--- config.mk ---
export PLATFORM = sky130hd
export DESIGN_NAME = f1_sequencer
export DESIGN_NICKNAME = d
export VERILOG_FILES = /design/src/rtl/f1_pkg.sv /design/src/rtl/delay_counter.sv /design/src/rtl/f1_sequencer.sv
export SDC_FILE = /design/constraint.sdc
export NUM_CORES = 1
export LEC_CHECK = 0
export ABC_AREA = 1
export BUFFER_PORTS_ARGS = -buffer_cell sky130_fd_sc_hd__buf_4
export CAP_MARGIN = 25
export CORE_ASPECT_RATIO = 0.9
export CORE_MARGIN = 4
export CORE_UTILIZATION = 49
export CTS_BUF_LIST = sky130_fd_sc_hd__clkbuf_8 sky130_fd_sc_hd__clkbuf_16
export CTS_CLUSTER_DIAMETER = 100
export DETAILED_ROUTE_END_ITERATION = 8
export PLACE_DENSITY = 0.75
export SYNTH_ARGS = -nofsm -noshare
export SYNTH_HDL_FRONTEND = slang
export SYNTH_HIERARCHICAL = 1
export SYNTH_SLANG_ARGS = --single-unit
--- constraint.sdc ---
create_clock -name clk -period 1.4 [get_ports clk]
set_input_delay 0.35 -clock clk [delete_from_list [all_inputs] [get_ports clk]]
set_output_delay 0.35 -clock clk [all_outputs]
set_load 0.1 [all_outputs]
--- src/rtl/f1_pkg.sv ---
// rtl/f1_pkg.sv - shared types and defaults for the F1 start-light sequencer
package f1_pkg;

    localparam int F1_NUM_LIGHTS = 8;
    localparam int F1_RND_WIDTH  = 8;

    typedef enum logic [1:0] {
        IDLE   = 2'd0,
        LIGHTS = 2'd1,
        HOLD   = 2'd2
    } f1_state_t;

endpackage

--- src/rtl/delay_counter.sv ---
// rtl/delay_counter.sv - loadable down-counter that flags the final count
module delay_counter #(
    parameter int WIDTH = 8
) (
    input  logic             clk,
    input  logic             rst,
    input  logic             load,
    input  logic [WIDTH-1:0] load_val,
    input  logic             dec,
    output logic             zero_next
);

    logic [WIDTH-1:0] count;

    // Load wins over decrement; a decrement at zero is dropped so the count never wraps.
    always_ff @(posedge clk) begin
        if (rst) begin
            count <= '0;
        end else if (load) begin
            count <= load_val;
        end else if (dec && (count != '0)) begin
            count <= count - 1'b1;
        end
    end

    assign zero_next = (count == {{(WIDTH-1){1'b0}}, 1'b1});

endmodule

--- src/rtl/f1_sequencer.sv ---
// rtl/f1_sequencer.sv - F1 start gantry: lamps on one per tick, random hold, then out
module f1_sequencer
    import f1_pkg::*;
#(
    parameter int NUM_LIGHTS = F1_NUM_LIGHTS,
    parameter int RND_WIDTH  = F1_RND_WIDTH
) (
    input  logic                  clk,
    input  logic                  rst,
    input  logic                  trigger,
    input  logic                  tick,
    input  logic [RND_WIDTH-1:0]  rnd,
    output logic                  rnd_en,
    output logic [NUM_LIGHTS-1:0] data_out,
    output logic                  busy,
    output logic                  done
);

    f1_state_t            state;
    logic                 hold_load;
    logic                 hold_dec;
    logic                 hold_last;
    logic [RND_WIDTH-1:0] hold_val;

    // Lamps fill as a thermometer, so the next-to-last bit marks the tick that completes the row.
    assign hold_load = (state == LIGHTS) && tick && data_out[NUM_LIGHTS-2];
    assign hold_dec  = (state == HOLD) && tick && !hold_last;
    assign hold_val  = (rnd == '0) ? {{(RND_WIDTH-1){1'b0}}, 1'b1} : rnd;
    assign busy      = (state != IDLE);

    delay_counter #(
        .WIDTH(RND_WIDTH)
    ) u_hold_cnt (
        .clk      (clk),
        .rst      (rst),
        .load     (hold_load),
        .load_val (hold_val),
        .dec      (hold_dec),
        .zero_next(hold_last)
    );

    always_ff @(posedge clk) begin
        if (rst) begin
            state    <= IDLE;
            data_out <= '0;
            done     <= 1'b0;
            rnd_en   <= 1'b0;
        end else begin
            done   <= 1'b0;
            rnd_en <= hold_load;
            case (state)
                IDLE: begin
                    if (trigger) begin
                        state <= LIGHTS;
                    end
                end
                LIGHTS: begin
                    if (tick) begin
                        data_out <= {data_out[NUM_LIGHTS-2:0], 1'b1};
                        if (data_out[NUM_LIGHTS-2]) begin
                            state <= HOLD;
                        end
                    end
                end
                HOLD: begin
                    if (tick && hold_last) begin
                        data_out <= '0;
                        done     <= 1'b1;
                        state    <= IDLE;
                    end
                end
                default: begin
                    state <= IDLE;
                end
            endcase
        end
    end

endmodule

==> run metrics, run 1 <==
worst path required time approximately 1.1 ns; initial antenna violation count 0; Max VDD drop between 700 and 800 uV; total number of vias 1242; DR WL met2 1530 um; IO Count 23; root buf cell clkbuf_8; Max Clock Skew ~0.0016 ns; Final Hold Viols 0; non-filler instance count after layout 236; Max Cap Viol 0; Synth top area share 32.8%; R2R Path Start u_hold_cnt/count[1]; Routability Congestion around 0.8; routed len/inst 13.0 um; Worst setup SP type register; CTS tree built; Power Dens Cells 691 nW/um^2; DR iter-0 viols 77; number of synthesized flops with an enable pin 0; antenna diode count 0; Die Span Y approximately 55 um; Clock Latency Late Sink 0.26 ns; uppermost routed layer met4; vias in the first global route roughly 1100; fmax around 720 MHz; Die ar. around 3400 um^2; total wire length 3060 um; RSZ-0062 raised after global routing yes; Synth area leaders dfxtp_1 (33%), nand2_1 (12%), nand3_1 (8.6%); CP Cell Sequence nor2_4 -> clkinvlp_4 -> buf_12; R2R depth 10; worst-margin pin slew roughly 0.31 ns; GRT Overall Usage a little under a fifth; Max stage delay on crit path 0.38 ns; ys flop type dfxtp_1; Syn Inst Count approximately 180; Starting Density between 50% and 60%; global-route wire length before repair just under 5000 um; met3 wire len 162 um; CTS Buf Count 3; fraction of layout cells with a size suffix above 1 between 40% and 50%; Seq/Total Area, Yosys roughly 33%; final critical-path share of the clock period between 90% and 100%; nets approximately 230; WHS ~0.34 ns; crit path launch state[0]; Synth area leader dfxtp_1; CORE AREA around 2300 um^2; slowest stage cell, crit path dfxtp_4; Clock Tree Buf Depth 2; Antenna Nets Post-Route 0; Synth Cell Area approximately 1200 um^2; most frequent cells after synthesis nand2_1 (38), nor2_1 (27), nand3_1 (21), dfxtp_1 (20), inv_1 (13); dpl cells ~230; most common cell in the netlist nand2_1; number of synthesized register bits 20; Reg2Reg Setup Slack 0.03 ns; row count 16; Syn. warnings 6; vias per cell roughly 5.3; Critical Path End busy; # DRC 0; syn nets between 150 and 200; Area Growth Syn to Fin 36.8%; share of synthesized flip-flops with an asynchronous set or reset 0%; I/O Buffers 22; Crit. End Element output port; critical path type register to output port; Arr. time, crit path approximately 1.0 ns; reg-to-reg endpoint data_out[5]; Synth cell types 28; average size of a mapped cell 6.91 um^2; outcome finished clean; first drt pass iteration count 4; gr ovfl total 0; count of final setup violators 0; wl on met1 1360 um; Lkg Pwr 0.747 nW; die width about 61 um; Worst-path clk slew about 0.07 ns; max-slew violation count 0; Min-Delay Path Class input port to register; HPWL after detailed placement 2230 um; Rel. slew slack approximately 80%; # H-tree levels 1; TritonCTS Sinks 20; # hold bufs at CTS 0; largest net degree at the start of global routing 21; CP Max Fanout 4; Final Critical Period 1.39 ns
-- layout by cell type, fill, tap and decap left out --
| master | n |
|---|---|
| or2_2 | 1 |
| dfxtp_2 | 6 |
| ha_1 | 1 |
| inv_1 | 9 |
| o21ai_2 | 1 |
| nand3_4 | 1 |
| nand3_2 | 5 |
| nor2_2 | 3 |
| nand2_4 | 4 |
| a21oi_2 | 5 |
| nor2_1 | 21 |
| nor2_4 | 5 |
| inv_2 | 4 |
| inv_4 | 1 |
| nand2_2 | 4 |
| nand3_1 | 17 |
| dfxtp_1 | 12 |
| o21bai_1 | 2 |
| nor3_1 | 1 |
| ha_2 | 1 |
| clkinv_4 | 1 |
| ha_4 | 1 |
| a21oi_1 | 9 |
| nand2_1 | 36 |
| buf_4 | 38 |
| inv_6 | 1 |
| clkbuf_8 | 4 |
| buf_12 | 2 |
| nand4_1 | 6 |
| buf_6 | 1 |
| clkinvlp_4 | 1 |
| o21ai_0 | 2 |
| o21ai_4 | 1 |
| dfxtp_4 | 2 |
-- flip-flops by register name, summed over array words and instances (netlist names) --
register	flops
data_out	8
rnd_en	1
done	1
state	2
u_hold_cnt/count	8
-- power by group --
part	total, mW	switching, mW	internal [mW]	leakage [nW]
registers	0.579	0.00827	0.571	0.166
logic	0.135	0.0818	0.0527	0.553
clock network	0.442	0.192	0.250	0.0288
total	1.16	0.282	0.874	0.747
-- per-layer routing --
metal  GRT usage (%)  up-vias
met2            29.2       29
met4            2.79        0
met1            25.1      581
met5               0        -
met3            4.20        2
li1                -      630
-- timing repair --
action                     4_1_cts  5_1_grt
hold endpoints to repair         0        0
setup endpoints to repair        9       17
pin swaps                        2       11
setup buffers                    0        1
gates resized for setup          5       29
-- kinds of logic (layout without fill, tap and decap cells) --
logic type	after synthesis	in the layout	synth area share, %
AOI/OAI and AO/OA	20	20	11.1
adders and majority gates	3	3	3.07
buffers and inverters	30	62	12.6
DFF	20	20	32.8
and+or+nand+nor	104	104	40.5
-- cell type report --
class | instances | area, um^2
fill | 176 | 609
sequential | 20 | 415
multi-input combinational | 127 | 752
timing repair buffer | 41 | 337
inverter | 17 | 80.1
clock buffer | 4 | 55.1
tap | 27 | 33.8
-- critical path, delay by kind of cell, from the launching register on --
family / cells / cell delay (ns)
and+or+nand+nor: 1 / 0.12
buffers and inverters: 2 / 0.28
DFF: 1 / 0.38
-- worst min-delay path by stage --
stage | start | to | slack [ns] | cells past startpoint
after global routing | trigger | state[0] | 0.34 | 3
after CTS | trigger | state[0] | 0.34 | 3
after global placement | data_out[0] | data_out[0] | 0.47 | 2
after detailed placement | data_out[0] | data_out[0] | 0.47 | 2
final | trigger | state[0] | 0.34 | 3
after floorplan | rst | data_out[2] | 0.41 | 1
-- stage by stage --
stage | util, % | total power, mW | area, um^2 | setup TNS, ns | setup WS (ns)
after global routing | 73.3 | 1.20 | 1670 | -0.526 | -0.0687
after floorplan | - | 0.679 | 1240 | -0.00252 | -0.00252
after detailed placement | 65.9 | 0.713 | 1500 | -0.260 | -0.0620
after global placement | 65.9 | 0.711 | 1500 | 0 | 0.00968
after CTS | 69.0 | 1.16 | 1570 | -0.00405 | -0.00405
final | 73.3 | 1.16 | 1670 | 0 | 0.00956
Note: power is estimated with default switching activity, not from simulation.
==> run 2: changes to the inputs <==
Settings changed: RECOVER_POWER from default to 50.
==> run 2 against run 1 <==
  * Non-clock buffer count stayed put
  * Core utilization is 0.22 points lower
  * Register-to-register slack hardly changed
  * Combinational power hardly changed
  * Die area stayed put
  * Critical path depth stayed put
  * Sequential share of layout area hardly changed
  * Critical path type unchanged
==> run metrics, run 2 (synthesized netlist as in run 1, its figures left out) <==
Die ar. 3360 um^2 (unchanged); first drt pass iteration count 4 (unchanged); Crit. End Element output port; biggest regs data_out: 8 flops, u_hold_cnt/count: 8 flops, state: 2 flops; Max stage delay on crit path 0.36 ns (-0.02 ns); root buf cell clkbuf_8; worst path required time 1.05 ns (about the same); die width 60.7 um (unchanged); Die Span Y 55.4 um (unchanged); largest net degree at the start of global routing 21 (unchanged); count of final setup violators 0 (unchanged); gr ovfl total 0 (unchanged); IO Count 23 (unchanged); WHS 0.340 ns (-0.000263 ns); slowest stage cell, crit path dfxtp_1; # DRC 0 (unchanged); vias in the first global route 1129 (unchanged); Routability Congestion 0.799 (unchanged); total wire length 3050 um (-0.26%); CP Max Fanout 2 (-2); DP Worst Slack -0.0620 ns (unchanged); hold path depth 3 (unchanged); row count 16 (unchanged); non-filler instance count after layout 236 (unchanged); Power Dens Cells 692 nW/um^2 (+0.17%); Worst setup SP type register; most common cell after layout, fill and taps aside nand2_1; outcome finished clean; Rel. slew slack 79.2% (about the same); DR iter-0 viols 65 (-16%); max-slew violation count 0 (unchanged); CP Cell Sequence nor2_4 -> clkinvlp_4 -> buf_12; vias per cell 5.18 (-1.5%); Area Growth Syn to Fin 36.4%; Lkg Pwr 0.742 nW (-0.77%); critical path type register to output port; Clock Tree Buf Depth 2 (unchanged); met1 Use GR 25.1% (unchanged); Fillers 179 (+1.7%); fin worst setup slack 0.00716 ns (-0.00240 ns); Final Hold Viols 0 (unchanged); gr busiest metal met2; Arr. time, crit path 1.04 ns (about the same); Clock Latency Late Sink 0.26 ns (about the same); Worst-path clk slew 0.07 ns (about the same); nets 225 (unchanged); I/O Buffers 22 (unchanged); Max VDD drop 781 uV (-0.83%); fraction of layout cells with a size suffix above 1 43.5% (-0.96 points); Max Clock Skew 0.00245 ns (+0.000806 ns); final critical-path share of the clock period 99.5% (+0.17 points); CTS Buf Count 3 (unchanged); global-route wire length before repair 4890 um (unchanged); antenna diode count 0 (unchanged); met3 usage 4.20% (unchanged); Starting Density 53.6% (unchanged); # H-tree levels 1 (unchanged); routed len/inst 12.9 um (-0.26%); CTS tree built; Min-Delay Path Class input port to register; Max Cap Viol 0 (unchanged); R2R depth 9 (-1); dpl cells 231 (unchanged); most frequent cells in the layout nand2_1 (36), buf_4 (33), nor2_1 (21); fmax 718 MHz (-0.17%); Final Critical Period 1.39 ns (+0.00240 ns); initial antenna violation count 0 (unchanged); TritonCTS Sinks 20 (unchanged); worst-margin pin slew 0.311 ns (-0.00115 ns); RSZ-0062 raised after global routing yes; Antenna Nets Post-Route 0 (unchanged); total number of vias 1223 (-1.5%); HPWL after detailed placement 2230 um (unchanged); M2 GR Usage 29.2% (unchanged); CORE AREA 2280 um^2 (unchanged); GRT Overall Usage 18.3% (unchanged)
[run 2: cell count changes in the layout (fill, tap and decap cells not counted)]
cell,before,now
buf_4,38,33
dfxtp_2,6,5
clkbuf_4,0,4
clkbuf_1,0,1
dfxtp_1,12,13
[run 2: final cells by class]
| class | instances | area, um^2 | area share [%] |
|---|---|---|---|
| Sequential cell | 20 | 414 | 24.8 |
| Clock buffer | 4 | 55.1 | 3.30 |
| Multi-Input combinational cell | 127 | 752 | 45.1 |
| Timing Repair Buffer | 41 | 333 | 20.0 |
| Inverter | 17 | 80.1 | 4.80 |
| Tap cell | 27 | 33.8 | 2.03 |
[run 2: timing repair]
| action | 4_1_cts | 5_1_grt |
|---|---|---|
| pin swaps | 2 | 11 |
| hold endpoints to repair | 0 | 0 |
| setup buffers | 0 | 1 |
| hold buffers | 0 | 0 |
| setup endpoints to repair | 9 | 17 |
| resized for setup | 5 | 29 |
| gates cloned | 0 | 0 |
[run 2: critical path: cells and delay by family, from the launching register on]
family,cells,cell delay (ns)
flops,1,0.36
buf+inv,2,0.28
simple gates,1,0.15
[run 2: power by group]
part           internal [mW]  switching, mW
Clock                  0.250          0.191
Sequential             0.571        0.00819
Combinational         0.0525         0.0812
Total                  0.874          0.280
[run 2: path summary, 6_finish.rpt]
path,endpoint,slack [ns],start
hold reg to reg,data_out[0],0.49,data_out[0]
hold / removal,state[0],0.34,trigger
setup / recovery,busy,0.007,state[1]
setup reg to reg,u_hold_cnt/count[0],0.02,state[1]
[run 2: metal layers]
metal | vias to the layer above | wire length [um]
li1 | 631 | -
met1 | 567 | 1400
met4 | 0 | 8
met2 | 23 | 1510
met5 | - | 0
met3 | 2 | 137
[run 2: stage by stage]
step                      power [mW]   TNS, ns  util (%)  instance area, um^2
after floorplan                0.679  -0.00252         -                 1240
after global placement         0.711         0      65.9                 1500
after detailed placement       0.713    -0.260      65.9                 1500
after CTS                       1.16  -0.00405      69.0                 1570
after global routing            1.20    -0.610      73.1                 1670
final                           1.15         0      73.1                 1670
